$ cat src/rtl/sw_pio_responder.sv
// sw_pio_responder: Avalon-MM switch PIO with two-flop synchroniser, per-bit
// debounce, edge capture (W1C) and an optional level interrupt.
// Optional feature macro: SW_PIO_IRQ_EN (builds IRQMASK and drives irq).
// Register map (word address): 0 DATA, 1 IRQMASK, 2 EDGECAP, 3 RAW.
module sw_pio_responder #(
  parameter int WIDTH           = 2,
  parameter int DEBOUNCE_CYCLES = 500000,
  parameter int EDGE_TYPE       = 0
) (
  input  logic             clk_clk,
  input  logic             reset_reset_n,
  input  logic [WIDTH-1:0] sw_in,
  input  logic [1:0]       avs_address,
  input  logic             avs_read,
  input  logic             avs_write,
  input  logic [31:0]      avs_writedata,
  output logic [31:0]      avs_readdata,
  output logic             irq
);

  localparam int CW = (DEBOUNCE_CYCLES > 2) ? $clog2(DEBOUNCE_CYCLES) : 1;
  localparam logic [CW-1:0] CNT_MAX = CW'(DEBOUNCE_CYCLES - 1);

  logic [WIDTH-1:0] s1_q, s1_d;
  logic [WIDTH-1:0] s2_q, s2_d;
  logic [WIDTH-1:0] deb_q, deb_d;
  logic [WIDTH-1:0] deb_dly_q, deb_dly_d;
  logic [WIDTH-1:0] edge_cap_q, edge_cap_d;
  logic [WIDTH-1:0] edge_set;
  logic [WIDTH-1:0] cap_clr;
  logic [WIDTH-1:0] mask_rd;
  logic [31:0]      readdata_q, readdata_d;
  logic [31:0]      rd_word;

  // Synchroniser and delayed debounced copy for edge detection
  always_comb begin
    s1_d      = sw_in;
    s2_d      = s1_q;
    deb_dly_d = deb_q;
  end

  // Per-bit debounce: the counter only runs while the synchronised level
  // disagrees with the debounced one, and is forced to 0 when it accepts
  // the new level, so it never wraps.
  genvar gi;
  generate
    for (gi = 0; gi < WIDTH; gi++) begin : g_bit
      logic [CW-1:0] cnt_q, cnt_d;
      logic          deb_nx;

      // Debounce counter and next debounced level for this bit
      always_comb begin
        cnt_d  = cnt_q + CW'(1);
        deb_nx = deb_q[gi];
        if (s2_q[gi] == deb_q[gi]) begin
          cnt_d = '0;
        end else if (cnt_q == CNT_MAX) begin
          deb_nx = s2_q[gi];
          cnt_d  = '0;
        end
      end

      // Debounce counter register
      always_ff @(posedge clk_clk) begin
        if (!reset_reset_n) cnt_q <= '0;
        else                cnt_q <= cnt_d;
      end

      assign deb_d[gi] = deb_nx;
    end
  endgenerate

  // Qualifying edge selection and EDGECAP update; a set beats a W1C clear
  always_comb begin
    if (EDGE_TYPE == 0)      edge_set = deb_q & ~deb_dly_q;
    else if (EDGE_TYPE == 1) edge_set = ~deb_q & deb_dly_q;
    else                     edge_set = deb_q ^ deb_dly_q;
    cap_clr    = (avs_write && (avs_address == 2'd2)) ? avs_writedata[WIDTH-1:0] : '0;
    edge_cap_d = (edge_cap_q & ~cap_clr) | edge_set;
  end

`ifdef SW_PIO_IRQ_EN
  logic [WIDTH-1:0] irq_mask_q, irq_mask_d;

  // IRQMASK write
  always_comb begin
    irq_mask_d = irq_mask_q;
    if (avs_write && (avs_address == 2'd1)) irq_mask_d = avs_writedata[WIDTH-1:0];
  end

  // IRQMASK register
  always_ff @(posedge clk_clk) begin
    if (!reset_reset_n) irq_mask_q <= '0;
    else                irq_mask_q <= irq_mask_d;
  end

  assign mask_rd = irq_mask_q;
  assign irq     = |(edge_cap_q & irq_mask_q);
`else
  assign mask_rd = '0;
  assign irq     = 1'b0;
`endif

  // Only the low WIDTH write bits are ever meaningful
  logic unused_wdata;
  assign unused_wdata = ^avs_writedata;

  // Read mux from pre-write register values; zero when no read is issued
  always_comb begin
    rd_word = '0;
    case (avs_address)
      2'd0:    rd_word[WIDTH-1:0] = deb_q;
      2'd1:    rd_word[WIDTH-1:0] = mask_rd;
      2'd2:    rd_word[WIDTH-1:0] = edge_cap_q;
      default: rd_word[WIDTH-1:0] = s2_q;
    endcase
    readdata_d = avs_read ? rd_word : '0;
  end

  // State registers
  always_ff @(posedge clk_clk) begin
    if (!reset_reset_n) begin
      s1_q       <= '0;
      s2_q       <= '0;
      deb_q      <= '0;
      deb_dly_q  <= '0;
      edge_cap_q <= '0;
      readdata_q <= '0;
    end else begin
      s1_q       <= s1_d;
      s2_q       <= s2_d;
      deb_q      <= deb_d;
      deb_dly_q  <= deb_dly_d;
      edge_cap_q <= edge_cap_d;
      readdata_q <= readdata_d;
    end
  end

  assign avs_readdata = readdata_q;

endmodule

$ cat config.mk
export PLATFORM = sky130hd
export DESIGN_NAME = sw_pio_responder
export DESIGN_NICKNAME = d
export VERILOG_FILES = /design/src/rtl/sw_pio_responder.sv
export SDC_FILE = /design/constraint.sdc
export NUM_CORES = 1
export LEC_CHECK = 0
export BUFFER_PORTS_ARGS = -buffer_cell sky130_fd_sc_hd__buf_2
export CAP_MARGIN = 30
export CORE_MARGIN = 3
export CORE_UTILIZATION = 46
export CTS_CLUSTER_SIZE = 28
export DETAILED_ROUTE_END_ITERATION = 10
export PLACE_DENSITY = 0.87
export RECOVER_POWER = 25
export SYNTH_ARGS = -nofsm -noshare
export SYNTH_HDL_FRONTEND = slang
export SYNTH_SLANG_ARGS = --single-unit
$ cat constraint.sdc
create_clock -name clk_clk -period 2.3 [get_ports clk_clk]
set_clock_uncertainty 0.15 [all_clocks]
set_input_delay 0.115 -clock clk_clk [delete_from_list [all_inputs] [get_ports clk_clk]]
set_output_delay 0.115 -clock clk_clk [all_outputs]
set_load 0.005 [all_outputs]
==> results of run 1 <==
## per-stage QoR
stage | cell area (sq um) | power, mW | hold slack (ps) | instances | setup WS, ps
6_report | 2650 | 1.45 | 19.2 | 376 | 86.9
5_1_grt | 2650 | 1.51 | 12.0 | 376 | 19.2
4_1_cts | 2640 | 1.46 | 9.22 | 376 | 40.2
3_5_place_dp | 2460 | 0.936 | 175 | 359 | 89.4
3_3_place_gp | 2460 | 0.934 | 173 | 359 | 156
2_1_floorplan | 2520 | 0.958 | 92.3 | 310 | 146
## final cells by class
cell class,instances,area [sq um],share of cell area
Tap cell,67,83.8,0.0317
Multi-Input combinational cell,211,1210,0.458
Timing Repair Buffer,27,208,0.0785
Clock buffer,5,68.8,0.0260
Inverter,13,48.8,0.0184
Sequential cell,50,1000,0.378
Clock inverter,3,23.8,0.00899
## power by group through the flow
stage,sequential [mW],clock [mW],combinational [mW]
floorplan,0.892,0,0.0663
global placement,0.892,0,0.0419
detailed placement,0.893,0,0.0433
CTS,0.872,0.534,0.0538
global route,0.873,0.572,0.0624
finish,0.872,0.519,0.0551
## sequential cells by signal, indices dropped and copies added (netlist names)
register      count
s2_q              2
deb_dly_q         2
edge_cap_q        2
deb_dly_d         2
g_bit.cnt_q      38
avs_readdata      2
s1_q              2
## kinds of logic after synthesis
logic type	share of synthesized area
AOI/OAI and AO/OA	0.0791
other	0.00156
and+or+nand+nor	0.264
muxes	0.00937
buffers and inverters	0.128
xor gates and xnor gates	0.0911
adders and majority gates	0.0104
DFF	0.416
## worst register-to-register path, cell delays in order, from the launching register on
cell and delay [ps]:
sky130_fd_sc_hd__dfxtp_1 380, sky130_fd_sc_hd__or4b_1 590, sky130_fd_sc_hd__or4_4 560, sky130_fd_sc_hd__o211ai_4 200
sky130_fd_sc_hd__buf_12 170, sky130_fd_sc_hd__nor2_1 60
## metal layers
layer	GRT usage	vias up	routed length, microns
met5	0	-	0
met4	0.0507	0	34
met3	0.0401	6	203
met2	0.273	47	2350
met1	0.166	913	1920
li1	-	955	-
## Yosys cell counts (2+ instances only)
master / n / area, sq um
sky130_fd_sc_hd__dfxtp_1: 50 / 1000
sky130_fd_sc_hd__nor2_1: 37 / 139
sky130_fd_sc_hd__buf_4: 31 / 233
sky130_fd_sc_hd__xnor2_1: 18 / 158
sky130_fd_sc_hd__a21oi_1: 15 / 75.1
sky130_fd_sc_hd__nand2_1: 15 / 56.3
sky130_fd_sc_hd__nand3_1: 15 / 75.1
sky130_fd_sc_hd__inv_1: 13 / 48.8
sky130_fd_sc_hd__o21ai_0: 8 / 40.0
sky130_fd_sc_hd__nand4_1: 7 / 43.8
sky130_fd_sc_hd__nor3_1: 7 / 35.0
sky130_fd_sc_hd__nor4_1: 7 / 43.8
sky130_fd_sc_hd__xor2_1: 7 / 61.3
sky130_fd_sc_hd__and2_1: 6 / 37.5
sky130_fd_sc_hd__or3_1: 6 / 37.5
sky130_fd_sc_hd__or4_1: 6 / 45.0
sky130_fd_sc_hd__clkbuf_1: 4 / 15.0
sky130_fd_sc_hd__o31ai_1: 3 / 22.5
sky130_fd_sc_hd__a22oi_1: 2 / 15.0
sky130_fd_sc_hd__ha_1: 2 / 25.0
sky130_fd_sc_hd__mux2_2: 2 / 22.5
sky130_fd_sc_hd__nand3b_1: 2 / 15.0
sky130_fd_sc_hd__nand4b_1: 2 / 17.5
sky130_fd_sc_hd__nor2b_1: 2 / 12.5
sky130_fd_sc_hd__or4b_1: 2 / 20.0
## final timing paths
path / end / slack [ps] / cells past startpoint
worst min register to register: s2_q[0]$_SDFF_PN0_ / 320 / 1
worst max-delay path: g_bit[1].cnt_q[5]$_SDFF_PP0_ / 90 / 5
worst max register to register: g_bit[1].cnt_q[5]$_SDFF_PP0_ / 90 / 5
worst min-delay path: s2_q[0]$_SDFF_PN0_ / 20 / 2
## what timing repair did
item                                    CTS  global route
gates resized for setup                   0             1
endpoints found under the setup margin    0             3
hold buffers                              9             0
endpoints found under the hold margin     6             0
==> impl_summary.log, run 1 <==
[metrics] status: finished, final reports clean
[metrics] clock share of power: 0.359
[metrics] overall fraction of global-route tracks in use: 0.149
[metrics] clock period minus worst slack: ~2200 ps
[metrics] fraction of the core area covered by cells at the end of the flow: 0.542
[metrics] clock buffer count from CTS: 5
[metrics] longest individual stage delay on the worst path: 590 ps
[metrics] clock latency at the later pin of the worst-skew pair: 310 ps
[metrics] final number of setup-violating endpoints: 0
[metrics] class of the tightest hold or removal check: in2reg
[metrics] number of library cell types mapped by synthesis: 36
[metrics] wire length of the first global-routing pass: 7.55 mm
[metrics] startpoint of the lowest-slack hold path: reset_reset_n
[metrics] switching power: 0.336 mW
[metrics] buffer cell driving the clock tree root: sky130_fd_sc_hd__clkbuf_8
[metrics] die boundary height: between 70 and 80 microns
[metrics] last weighted congestion value of the routability-driven placer: 0.834
[metrics] FF-to-FF Start: g_bit[1].cnt_q[10]$_SDFF_PP0_
[metrics] antenna diode count: 0
[metrics] Data required, critical path: 2350 ps
[metrics] most frequent standard cell in the layout excluding fill and tap cells: sky130_fd_sc_hd__dfxtp_1
[metrics] number of standard cells after synthesis: 280
[metrics] number of enable-type register cells in the synthesized netlist: 0
[metrics] CP Cell Sequence: or4b_1 > or4_4 > o211ai_4 > buf_12 > nor2_1
[metrics] share of flip-flops with an asynchronous set or reset: 0
[metrics] TritonCTS Sinks: 50
[metrics] final net count: between 300 and 400
[metrics] transition time of the tightest slew-check pin: 710 ps
[metrics] total count of max-transition violations in the final report: 0
[metrics] Starting Density: 0.493
[metrics] number of vias in the routed layout: 1921
[metrics] highest-delay cell along the critical path: sky130_fd_sc_hd__or4b_1
[metrics] Setup crit end kind: flip-flop
[metrics] source of the critical timing path: g_bit[1].cnt_q[10]$_SDFF_PP0_
[metrics] static power due to leakage: 0.868 nW
[metrics] sequential fraction of the synthesis area: 0.416
[metrics] placed wire-length estimate: roughly 3.2 mm
[metrics] Setup TNS Final: 0 ps
[metrics] CTS max path bufs: 2
[metrics] Highest Clock Rate: 452 MHz
[metrics] Worst path top cell family by delay: simple AND/OR/NAND/NOR gates
[metrics] unrepaired setup endpoints after global routing: false
[metrics] number of maximum-capacitance constraint violations: 0
[metrics] Final period util: 0.962
[metrics] Synth-to-Final Area Change: 10.0%
[metrics] antenna violations before repair: 0
[metrics] total overflow reported by the global router: 0
[metrics] share of layout cells above drive strength 1: 0.0971
[metrics] mean instance size in the synthesized netlist: 8.58 sq um
[metrics] drt wl/cell: 12.0 microns
[metrics] Filler Cell Count: 435
[metrics] Std-Cell Core Area: between 4000 and 5000 sq um
[metrics] clock-pin slew reported for the worst setup and hold paths after clock tree synthesis: roughly 100 ps
[metrics] largest net degree at the start of global routing: 20
[metrics] Boundary Pins: 73
[metrics] maximum ir drop on the vdd rail: 0.286 mV
[metrics] die area: 6130 sq um
[metrics] width of the chip: 78.3 microns
[metrics] Cell Rows: 25
[metrics] power density relative to cell area: 547 nW/um^2
[metrics] combinational fraction of design power: 0.038
[metrics] Post CTS Setup Buffer Count: 0
[metrics] H-tree lvl count: 2
[metrics] TritonCTS clock tree: yes
[metrics] total routed wirelength: between 4 and 5 mm
[metrics] via count of the first global-routing pass: 1840
[metrics] first drt pass iteration count: 5
[metrics] number of nets with antenna violations after detailed routing: 0
[metrics] crit path DAT: 2260 ps
[metrics] post-detailed-route via-to-cell ratio: 5.11
[metrics] CP bufs+invs: 1
[metrics] Detailed Route Iter0 Violations: approximately 100
[metrics] yosys synthesis warning count: 0
[metrics] Reg power frac: 0.603
[metrics] critical path class: reg2reg
[metrics] leading cell types in the layout, fill and taps excluded: 50 x sky130_fd_sc_hd__dfxtp_1, 37 x sky130_fd_sc_hd__nor2_1, 31 x sky130_fd_sc_hd__conb_1
[metrics] worst slew margin relative to its limit: 0.522
[metrics] Sw Ratio: 0.232
[metrics] Port Buffers: 11
[metrics] Final Hold Viols: 0
[metrics] Worst setup SP type: flip-flop
[metrics] cell-internal power: 1.11 mW
[metrics] register bit total from synthesis: 50
[metrics] top flip-flop cell by instance count after synthesis: sky130_fd_sc_hd__dfxtp_1
[metrics] Max FO, Critical Path: 19
[metrics] DRC violation count after routing: 0
[metrics] Cell Area, Synth: 2400 sq um
Note: power is estimated with default switching activity, not from simulation.
==> run 2: changes to the inputs <==
- MAX_ROUTING_LAYER: unset -> met4
- PLACE_DENSITY: 0.87 -> unset
- PLACE_DENSITY_LB_ADDON: unset -> 0.15
==> run 2 against run 1 <==
Power decreased by 2.6%. Die area is the same. Fmax grew 1.1%. Largest cell class unchanged. Largest power group unchanged.
==> impl_summary.log, run 2 (synthesis results as in run 1) <==
[metrics] clock latency at the later pin of the worst-skew pair: 300 ps (was 310 ps)
[metrics] fraction of the core area covered by cells at the end of the flow: 0.545 (was 0.542)
[metrics] critical path class: reg2reg (unchanged)
[metrics] number of gates given a new drive strength after cts: 0 (unchanged)
[metrics] clock-pin slew reported for the worst setup and hold paths after clock tree synthesis: 80 ps (was 100 ps)
[metrics] drt wl/cell: 10.8 microns (was 12.0 microns)
[metrics] Starting Density: 0.493 (unchanged)
[metrics] width of the chip: 78.3 microns (unchanged)
[metrics] Detailed Route Iter0 Violations: 27 (was 104)
[metrics] DRC violation count after routing: 0 (unchanged)
[metrics] final net count: 355 (was 350)
[metrics] Highest Clock Rate: 457 MHz (was 452 MHz)
[metrics] CTS max path bufs: 2 (unchanged)
[metrics] final number of setup-violating endpoints: 0 (unchanged)
[metrics] overall fraction of global-route tracks in use: 0.149 (about the same)
[metrics] unrepaired setup endpoints after global routing: false (unchanged)
[metrics] Worst setup SP type: flip-flop (unchanged)
[metrics] most frequent standard cell in the layout excluding fill and tap cells: sky130_fd_sc_hd__dfxtp_1 (unchanged)
[metrics] Final Hold Viols: 0 (unchanged)
[metrics] last weighted congestion value of the routability-driven placer: 0.818 (was 0.834)
[metrics] final design area excluding fillers: 2660 sq um (was 2650 sq um)
[metrics] Boundary Pins: 73 (unchanged)
[metrics] maximum ir drop on the vdd rail: 0.426 mV (was 0.286 mV)
[metrics] number of maximum-capacitance constraint violations: 0 (unchanged)
[metrics] buffer cell driving the clock tree root: sky130_fd_sc_hd__clkbuf_8 (unchanged)
[metrics] die area: 6130 sq um (unchanged)
[metrics] total overflow reported by the global router: 0 (unchanged)
[metrics] status: finished, final reports clean (unchanged)
[metrics] Synth-to-Final Area Change: 10.6% (was 10.0%)
[metrics] worst hold path stage count: 2 (unchanged)
[metrics] worst reg2reg path endpoint: g_bit[1].cnt_q[10]$_SDFF_PP0_ (was g_bit[1].cnt_q[5]$_SDFF_PP0_)
[metrics] Setup TNS Final: 0 ps (unchanged)
[metrics] clock buffer count from CTS: 5 (unchanged)
[metrics] leading cell types in the layout, fill and taps excluded: 50 x sky130_fd_sc_hd__dfxtp_1, 37 x sky130_fd_sc_hd__nor2_1, 31 x sky130_fd_sc_hd__conb_1 (unchanged)
[metrics] via count of the first global-routing pass: 1684 (was 1840)
[metrics] path depth of the worst reg2reg path: 5 (unchanged)
[metrics] CP Cell Sequence: or4b_1 > or4_4 > o211ai_4 > buf_12 > nor2_1 (unchanged)
[metrics] Final period util: 0.952 (was 0.962)
[metrics] Setup crit end kind: flip-flop (unchanged)
[metrics] share of layout cells above drive strength 1: 0.109 (was 0.0971)
[metrics] largest net degree at the start of global routing: 20 (unchanged)
[metrics] dpl cell area: 2510 sq um (was 2460 sq um)
[metrics] Port Buffers: 11 (unchanged)
[metrics] total routed wirelength: 4.11 mm (was 4.51 mm)
[metrics] Post CTS Setup Buffer Count: 0 (unchanged)
[metrics] clock period minus worst slack: 2190 ps (was 2210 ps)
[metrics] Hold EP: s2_q[1]$_SDFF_PN0_ (was s2_q[0]$_SDFF_PN0_)
[metrics] H-tree lvl count: 2 (unchanged)
[metrics] Std-Cell Core Area: 4880 sq um (unchanged)
[metrics] crit path DAT: 2240 ps (was 2260 ps)
[metrics] antenna violations before repair: 0 (unchanged)
[metrics] total count of max-transition violations in the final report: 0 (unchanged)
[metrics] first drt pass iteration count: 4 (was 5)
[metrics] FF-to-FF Start: g_bit[1].cnt_q[12]$_SDFF_PP0_ (was g_bit[1].cnt_q[10]$_SDFF_PP0_)
[metrics] class of the tightest hold or removal check: in2reg (unchanged)
[metrics] slack of the worst reg-to-reg path: 110 ps (was 90 ps)
[metrics] TritonCTS Sinks: 50 (unchanged)
[metrics] placed wire-length estimate: 2.91 mm (was 3.16 mm)
[metrics] number of vias in the routed layout: 1804 (was 1921)
[metrics] antenna diode count: 0 (unchanged)
[metrics] wire length of the first global-routing pass: 7.18 mm (was 7.55 mm)
[metrics] Data required, critical path: 2350 ps (about the same)
[metrics] CP bufs+invs: 1 (unchanged)
[metrics] TritonCTS clock tree: yes (unchanged)
[metrics] number of flip-flops under the largest register name: 38 (unchanged)
[metrics] longest individual stage delay on the worst path: 580 ps (was 590 ps)
[metrics] number of nets with antenna violations after detailed routing: 0 (unchanged)
[metrics] register name with the most flops: g_bit.cnt_q (unchanged)
[metrics] Cell Rows: 25 (unchanged)
[metrics] Max FO, Critical Path: 19 (unchanged)
[metrics] highest-delay cell along the critical path: sky130_fd_sc_hd__or4b_1 (unchanged)
[metrics] power density relative to cell area: 530 nW/um^2 (was 547 nW/um^2)
[metrics] static power due to leakage: 0.889 nW (was 0.868 nW)
[metrics] die boundary height: 78.3 microns (unchanged)
[metrics] post-detailed-route via-to-cell ratio: 4.75 (was 5.11)
[metrics] startpoint of the lowest-slack hold path: reset_reset_n (unchanged)
[metrics] Worst path top cell family by delay: simple AND/OR/NAND/NOR gates (unchanged)
==> run 2: changes by cell type in the layout (fill, tap and decap cells not counted), sizes merged <==
cell / change
buf: +7
dlygate4sd3: -2
clkbuf: +1
clkinvlp: -1
inv: -1
==> run 2: per-layer routing <==
layer  routed length [microns]  vias to the layer above  global-route usage  share of wire
met5                         0                        -                   -              0
met4                        41                        0              0.0420          0.010
met3                       137                        5              0.0413          0.033
met2                      1970                       22               0.251           0.48
met1                      1950                      816               0.174           0.48
li1                          -                      961                   -              -
==> run 2: area by class of cell <==
class	count	area, sq um
Inverter	13	48.8
Sequential cell	50	1000
Tap cell	67	83.8
Timing Repair Buffer	32	238
Clock buffer	6	72.6
Fill cell	487	2220
Clock inverter	1	7.51
Multi-Input combinational cell	211	1210
==> run 2: worst max-delay path by stage <==
| stage | from | cells after the start | endpoint |
|---|---|---|---|
| finish | g_bit[1].cnt_q[12]$_SDFF_PP0_ | 5 | g_bit[1].cnt_q[10]$_SDFF_PP0_ |
| global route | g_bit[1].cnt_q[12]$_SDFF_PP0_ | 5 | g_bit[1].cnt_q[8]$_SDFF_PP0_ |
| CTS | g_bit[1].cnt_q[12]$_SDFF_PP0_ | 5 | g_bit[1].cnt_q[10]$_SDFF_PP0_ |
| detailed placement | g_bit[1].cnt_q[12]$_SDFF_PP0_ | 5 | g_bit[1].cnt_q[10]$_SDFF_PP0_ |
| global placement | g_bit[1].cnt_q[12]$_SDFF_PP0_ | 5 | g_bit[1].cnt_q[17]$_SDFF_PP0_ |
| floorplan | g_bit[1].cnt_q[7]$_SDFF_PP0_ | 5 | g_bit[1].cnt_q[13]$_SDFF_PP0_ |
==> run 2: what timing repair did <==
| action | in CTS | in global routing |
|---|---|---|
| endpoints found under the setup margin | 0 | 0 |
| hold buffers | 7 | 0 |
| hold endpoints to repair | 6 | 0 |
==> run 2: per-stage QoR <==
stage               hold slack [ps]  instances  worst slack (ps)  total power [mW]
floorplan                      92.3        310               146             0.958
global placement                175        366               139             0.935
detailed placement              174        366               110             0.936
CTS                            24.9        380               100              1.43
global route                   25.4        380              44.1              1.46
finish                         24.6        380               111              1.41
==> run 2: report_power, final <==
group / leakage [nW] / total, mW / internal (mW) / switching, mW
logic: 0.448 / 0.0521 / 0.0211 / 0.0310
registers: 0.404 / 0.872 / 0.869 / 0.00257
clock network: 0.0373 / 0.485 / 0.209 / 0.276
